File: src/rtl/mt_maint_loopback_pkg.sv
// Shared definitions for the MT maintenance loopback engine: mtMR field
// positions, maintenance operation codes, FSM states and pattern helpers.
package mt_maint_loopback_pkg;

    typedef enum logic [3:0] {
        MOP_NOP   = 4'd0,
        MOP_FIXED = 4'd1,
        MOP_INC   = 4'd2,
        MOP_WALK  = 4'd3
    } mop_e;

    typedef enum logic [1:0] {
        ST_IDLE,
        ST_WAIT_EDGE,
        ST_SEND,
        ST_DONE
    } state_e;

    localparam int MTMR_MDF_MSB    = 15;
    localparam int MTMR_MDF_LSB    = 7;
    localparam int MTMR_BPICLK_BIT = 6;
    localparam int MTMR_MC_BIT     = 5;
    localparam int MTMR_MOP_MSB    = 4;
    localparam int MTMR_MOP_LSB    = 1;
    localparam int MTMR_MM_BIT     = 0;

    function automatic logic [8:0] mtmrMdf(input logic [15:0] mr);
        return mr[MTMR_MDF_MSB:MTMR_MDF_LSB];
    endfunction

    function automatic logic [3:0] mtmrMop(input logic [15:0] mr);
        return mr[MTMR_MOP_MSB:MTMR_MOP_LSB];
    endfunction

    function automatic logic mtmrMm(input logic [15:0] mr);
        return mr[MTMR_MM_BIT];
    endfunction

    function automatic logic mtmrBpiClk(input logic [15:0] mr);
        return mr[MTMR_BPICLK_BIT];
    endfunction

    function automatic logic isRunnableMop(input logic [3:0] mop);
        return (mop == MOP_FIXED) || (mop == MOP_INC) || (mop == MOP_WALK);
    endfunction

    function automatic logic [8:0] initialPattern(input logic [3:0] mop, input logic [8:0] mdf);
        return (mop == MOP_WALK) ? 9'h001 : mdf;
    endfunction

    // Increment wraps naturally at 9 bits; walking ones rotates bit 8 back to bit 0.
    function automatic logic [8:0] nextPattern(input logic [3:0] mop, input logic [8:0] pattern);
        logic [8:0] result;
        case (mop)
            MOP_INC:  result = pattern + 9'd1;
            MOP_WALK: result = {pattern[7:0], pattern[8]};
            default:  result = pattern;
        endcase
        return result;
    endfunction

endpackage

File: src/rtl/mt_bpi_edge.sv
// One-flop BPI clock sampler producing a registered one-cycle pulse on each
// rising edge of the free-running BPICLK bit.
module mt_bpi_edge (
    input  logic clk,
    input  logic rst,
    input  logic bpiClk_i,
    output logic rise_o
);

    logic sync_q;
    logic rise_q;

    always_ff @(posedge clk or negedge rst) begin
        if (!rst) begin
            sync_q <= 1'b0;
            rise_q <= 1'b0;
        end else begin
            sync_q <= bpiClk_i;
            rise_q <= bpiClk_i & ~sync_q;
        end
    end

    assign rise_o = rise_q;

endmodule

File: src/rtl/mt_maint_loopback.sv
// Maintenance-mode loopback: synthesizes read frames at the BPI rate from the
// mtMR pattern fields and presents them over a valid/ready handshake.
module mt_maint_loopback
    import mt_maint_loopback_pkg::*;
#(
    parameter logic [15:0] FRAMES = 16'd16
) (
    input  logic        clk,
    input  logic        rst,
    input  logic [15:0] mtMR,
    input  logic        mtmrWRITE,
    input  logic        mtmlREADY,
    output logic        mtmlVALID,
    output logic [8:0]  mtmlDATA,
    output logic        mtmlPAR,
    output logic        mtmlBUSY,
    output logic        mtmlDONE,
    output logic        mtmlOVR
);

    state_e      state_q;
    logic        pending_q;
    logic [3:0]  mop_q;
    logic [8:0]  pattern_q;
    logic [15:0] count_q;
    logic        valid_q;
    logic [8:0]  data_q;
    logic        par_q;
    logic        busy_q;
    logic        done_q;
    logic        ovr_q;

    logic        bpiRise;
    logic        startNow;
    logic        lastFrame;
    logic        patternPar;
    logic        unusedMc;

    mt_bpi_edge uBpiEdge (
        .clk      (clk),
        .rst      (rst),
        .bpiClk_i (mtmrBpiClk(mtMR)),
        .rise_o   (bpiRise)
    );

    // MC is reserved for a future single-step mode.
    assign unusedMc   = mtMR[MTMR_MC_BIT];

    assign startNow   = pending_q && mtmrMm(mtMR) && isRunnableMop(mtmrMop(mtMR));
    assign lastFrame  = (count_q + 16'd1) == FRAMES;
    assign patternPar = ~^pattern_q;

    // A write while busy aborts; the registered pending flag then re-evaluates
    // the freshly written mtMR from IDLE, so a valid write restarts cleanly.
    always_ff @(posedge clk or negedge rst) begin
        if (!rst) begin
            state_q   <= ST_IDLE;
            pending_q <= 1'b0;
            mop_q     <= 4'd0;
            pattern_q <= 9'd0;
            count_q   <= 16'd0;
            valid_q   <= 1'b0;
            data_q    <= 9'd0;
            par_q     <= 1'b0;
            busy_q    <= 1'b0;
            done_q    <= 1'b0;
            ovr_q     <= 1'b0;
        end else begin
            pending_q <= mtmrWRITE;
            done_q    <= 1'b0;
            if (mtmrWRITE && busy_q) begin
                state_q <= ST_IDLE;
                valid_q <= 1'b0;
                busy_q  <= 1'b0;
            end else begin
                case (state_q)
                    ST_IDLE: begin
                        if (startNow) begin
                            mop_q     <= mtmrMop(mtMR);
                            pattern_q <= initialPattern(mtmrMop(mtMR), mtmrMdf(mtMR));
                            count_q   <= 16'd0;
                            ovr_q     <= 1'b0;
                            busy_q    <= 1'b1;
                            state_q   <= ST_WAIT_EDGE;
                        end
                    end
                    ST_WAIT_EDGE: begin
                        if (bpiRise) begin
                            data_q  <= pattern_q;
                            par_q   <= patternPar;
                            valid_q <= 1'b1;
                            state_q <= ST_SEND;
                        end
                    end
                    ST_SEND: begin
                        // An edge coinciding with acceptance is simply lost.
                        if (mtmlREADY) begin
                            valid_q   <= 1'b0;
                            pattern_q <= nextPattern(mop_q, pattern_q);
                            count_q   <= count_q + 16'd1;
                            if (lastFrame) begin
                                busy_q  <= 1'b0;
                                done_q  <= 1'b1;
                                state_q <= ST_DONE;
                            end else begin
                                state_q <= ST_WAIT_EDGE;
                            end
                        end else if (bpiRise) begin
                            ovr_q <= 1'b1;
                        end
                    end
                    ST_DONE: begin
                        state_q <= ST_IDLE;
                    end
                    default: begin
                        state_q <= ST_IDLE;
                    end
                endcase
            end
        end
    end

    assign mtmlVALID = valid_q;
    assign mtmlDATA  = data_q;
    assign mtmlPAR   = par_q;
    assign mtmlBUSY  = busy_q;
    assign mtmlDONE  = done_q;
    assign mtmlOVR   = ovr_q;

endmodule
File: config.mk
export PLATFORM = sky130hd
export DESIGN_NAME = mt_maint_loopback
export DESIGN_NICKNAME = d
export VERILOG_FILES = /design/src/rtl/mt_maint_loopback_pkg.sv /design/src/rtl/mt_bpi_edge.sv /design/src/rtl/mt_maint_loopback.sv
export SDC_FILE = /design/constraint.sdc
export NUM_CORES = 1
export LEC_CHECK = 0
export ABC_CLOCK_PERIOD_IN_PS = 5400
export CAP_MARGIN = 15
export CORE_UTILIZATION = 55
export CTS_CLUSTER_SIZE = 25
export DETAILED_ROUTE_END_ITERATION = 6
export PLACE_DENSITY_LB_ADDON = 0.2
export SLEW_MARGIN = 20
export SYNTH_ARGS = -nofsm -noshare
export SYNTH_HDL_FRONTEND = slang
export SYNTH_SLANG_ARGS = --single-unit
File: constraint.sdc
create_clock -name clk -period 5.4 [get_ports clk]
set_clock_uncertainty 0.1 [all_clocks]
set_input_delay 1.08 -clock clk [delete_from_list [all_inputs] [get_ports clk]]
set_output_delay 1.08 -clock clk [all_outputs]
set_load 0.05 [all_outputs]
==> impl_metrics.json <==
{
  "timing.slew.headroom_pct": 30.5,
  "power.density_nw_per_um2": 441,
  "cp_cell_sequence": "clkdlybuf4s50_1 > nand4bb_4 > o31ai_2 > nand3_1 > a211oi_1 > a21oi_1",
  "cp.arrival_ns": 3.18,
  "wl_per_cell_um": 15.1,
  "first_global_vias": 2135,
  "numCtsBuffers": 5,
  "grt_max_degree": 49,
  "drt_iter0_drc": 202,
  "ys.flop_type": "dfrtp_1",
  "drv_slew": 0,
  "whs_ns": 0.302,
  "ys_async_sr_fraction_pct": 100,
  "setup_tns_ns": 0,
  "cts.htree.levels": 2,
  "startpoint_type": "input port",
  "synth-xor-area-share_pct": 3.14,
  "holdBufCountCts": 0,
  "yosys_warnings": 0,
  "critPathBufInv": 1,
  "synth_top_family_by_area": "simple AND/OR/NAND/NOR gates",
  "viasPerCell": 6.07,
  "clk_latency_ns": 0.29,
  "synth_nets": 316,
  "cts_setup_buffers": 0,
  "num_antenna_cells": 0,
  "cp.required_ns": 5.46,
  "core_um2": 4790,
  "dpl.hpwl_mm": 4.04,
  "synth.cell_area_um2": 2790,
  "finalCriticalPeriod_ns": 3.12,
  "p_leak_nw": 1.31,
  "drtPass1Iterations": 4,
  "synthMuxAreaShare_pct": 5.88,
  "initial_core_util_pct": 58.2,
  "ctsLongestPathBuffers": 2,
  "status": "complete, no violations",
  "grt_first_pass_wirelength_mm": 9.89,
  "worst_hold_path_type": "flop to flop",
  "nets": 344,
  "synth_adder_area_share_pct": 2.25,
  "io_pins": 34,
  "cpMaxStageDelayCell": "nand3_1",
  "antenna_left": 0,
  "power_mw": 1.42,
  "clkSlewWorstSetupHoldPaths_ns": 0.09,
  "syn_inst": 291,
  "synth_edf_count": 0,
  "fmax_mhz": 320,
  "die_y_um": 73.2,
  "crit_fanout": 18,
  "cts_resized": 0,
  "die_w_um": 73.2,
  "portBuffers": 32,
  "crit_type": "input port to flop",
  "routed_wl_mm": 5.84,
  "maxCapViolCount": 0,
  "synth.distinct_cells": 51,
  "cts_tree": "built",
  "crit_family": "compound AO/OA/AOI/OAI gates",
  "vdd_drop_max_mv": 0.284,
  "cts-root-buf": "clkbuf_8",
  "vias": 2348,
  "dieArea_um2": 5350,
  "synth_seq_area_share_pct": 43.1,
  "tightest_slew_ns": 1.03,
  "synth_compound_area_share_pct": 19.2,
  "grt_use_total_pct": 24.0,
  "antenna_found_initial": 0,
  "nFillCells": 376,
  "place.gp.congestion": 0.838,
  "cts_sinks": 48,
  "rsz0062_at_grt": "false",
  "ys_ff_latch": 48,
  "synth_simple_gate_area_share_pct": 23.6,
  "rows": 25,
  "critPathMaxStageDelay_ns": 0.56,
  "area_growth_pct": 15.7,
  "gr-total-overflow": 0,
  "hold_viol": 0,
  "avgSynthCellArea_um2": 9.57,
  "drive_above_1_share_pct": 8.44,
  "cp-end-kind": "flop",
  "fin_crit_sh_pct": 57.8,
  "setup-violations-final": 0,
  "drcViolationCount": 0
}
worst paths after layout:
kind | from | endpoint | slack, ns | cells after the start
setup / recovery | mtMR[3] | pattern_q[8]$_DFFE_PN0P_ | 2.28 | 6
hold / removal | uBpiEdge.sync_q$_DFF_PN0_ | uBpiEdge.rise_o$_DFF_PN0_ | 0.30 | 1
setup reg to reg | state_q[1]$_DFFE_PN0P_ | pattern_q[0]$_DFFE_PN0P_ | 2.70 | 5
hold reg to reg | uBpiEdge.sync_q$_DFF_PN0_ | uBpiEdge.rise_o$_DFF_PN0_ | 0.30 | 1
max in group asynchronous | rst | uBpiEdge.sync_q$_DFF_PN0_ | 4.10 | 1
min in group asynchronous | rst | count_q[12]$_DFFE_PN0P_ | 0.68 | 1
sequential cells by signal, indices dropped and copies added, names as in the netlist:
signal           flops
count_q             16
mtmlDATA             9
pattern_q            9
mop_q                4
state_q              2
mtmlBUSY             1
mtmlDONE             1
mtmlOVR              1
mtmlPAR              1
mtmlVALID            1
pending_q            1
uBpiEdge.rise_o      1
uBpiEdge.sync_q      1
where the power goes:
group	switching (mW)	internal (mW)
Sequential	0.115	0.447
Combinational	0.365	0.273
Clock	0.117	0.102
final cells by class:
| cell class | instances | area (um2) | share of cell area, % |
|---|---|---|---|
| multi-input cells | 227 | 1510 | 46.7 |
| flip-flops and latches | 48 | 1200 | 37.3 |
| repair buffers | 33 | 325 | 10.1 |
| well taps | 67 | 83.8 | 2.60 |
| clock buffers | 6 | 82.6 | 2.56 |
| inverters | 4 | 15.0 | 0.466 |
| clock inverters | 2 | 10.0 | 0.311 |
metrics by stage:
step / cells / util, % / instance area [um2] / setup WS [ns]
2_1_floorplan: 291 / - / 2790 / 2.88
3_3_place_gp: 379 / 65.4 / 3130 / 2.05
3_5_place_dp: 379 / 65.4 / 3130 / 1.95
4_1_cts: 387 / 67.3 / 3220 / 2.28
5_1_grt: 387 / 67.3 / 3220 / 2.08
6_report: 387 / 67.3 / 3220 / 2.28
layer usage:
metal | global-route usage, % | vias to the layer above | share of wire [%]
met1 | 34.0 | 1140 | 49
met3 | 3.59 | 7 | 4.7
met2 | 38.1 | 63 | 46
li1 | - | 1138 | -
met5 | 0 | - | 0
met4 | 7.19 | 0 | 0.98
worst register-to-register path, delay by kind of cell (launching register included):
kind | cells | cell delay, ns
simple gates | 3 | 1.18
compound gates | 2 | 0.47
flops | 1 | 0.87
cell usage in the layout (no fill, tap or decap), types with 4 or more instances in the layout:
cell type        count
a211oi_1             9
a21oi_1             16
and2_1               8
and3_1               4
clkbuf_8             6
clkdlybuf4s50_1     31
dfrtp_1             48
ha_1                 5
inv_1                4
mux2_2              11
mux2i_1              4
nand2_1             30
nand2b_1             4
nand3_1             14
nand4_1              7
nor2_1              18
nor2b_1              4
nor3_1               4
nor4_1               4
o21ai_0             26
o31a_1               4
o31ai_1              8
xnor2_1              8
synthesized netlist by cell type (3+ instances only):
library cell,number,share of area [%]
and2_1,8,1.8
nand4_1,7,1.6
nor4_1,4,0.90
nand3_1,14,2.5
o31ai_1,8,2.2
xnor2_1,8,2.5
nand2_1,30,4.0
a21oi_1,16,2.9
nand2b_1,4,0.90
o21a_1,3,0.81
o21ai_0,26,4.7
dfrtp_1,48,43
mux2_2,11,4.4
buf_2,3,0.54
nor2_1,18,2.4
ha_1,5,2.2
nor3b_1,3,0.81
nor3_1,4,0.72
and4_1,3,0.94
inv_1,4,0.54
o31a_1,4,1.3
mux2i_1,4,1.4
nor2b_1,4,0.90
and3_1,4,0.90
a211oi_1,9,2.4
or3_1,3,0.67
clkbuf_1,6,0.81
logic make-up after synthesis:
kind of cell               Yosys count
adders and majority gates            5
AOI/OAI and AO/OA                   81
muxes                               15
DFF                                 48
and+or+nand+nor                    116
xor gates and xnor gates            10
buffers and inverters               16
No activity file was read; power rests on OpenSTA's default activity.
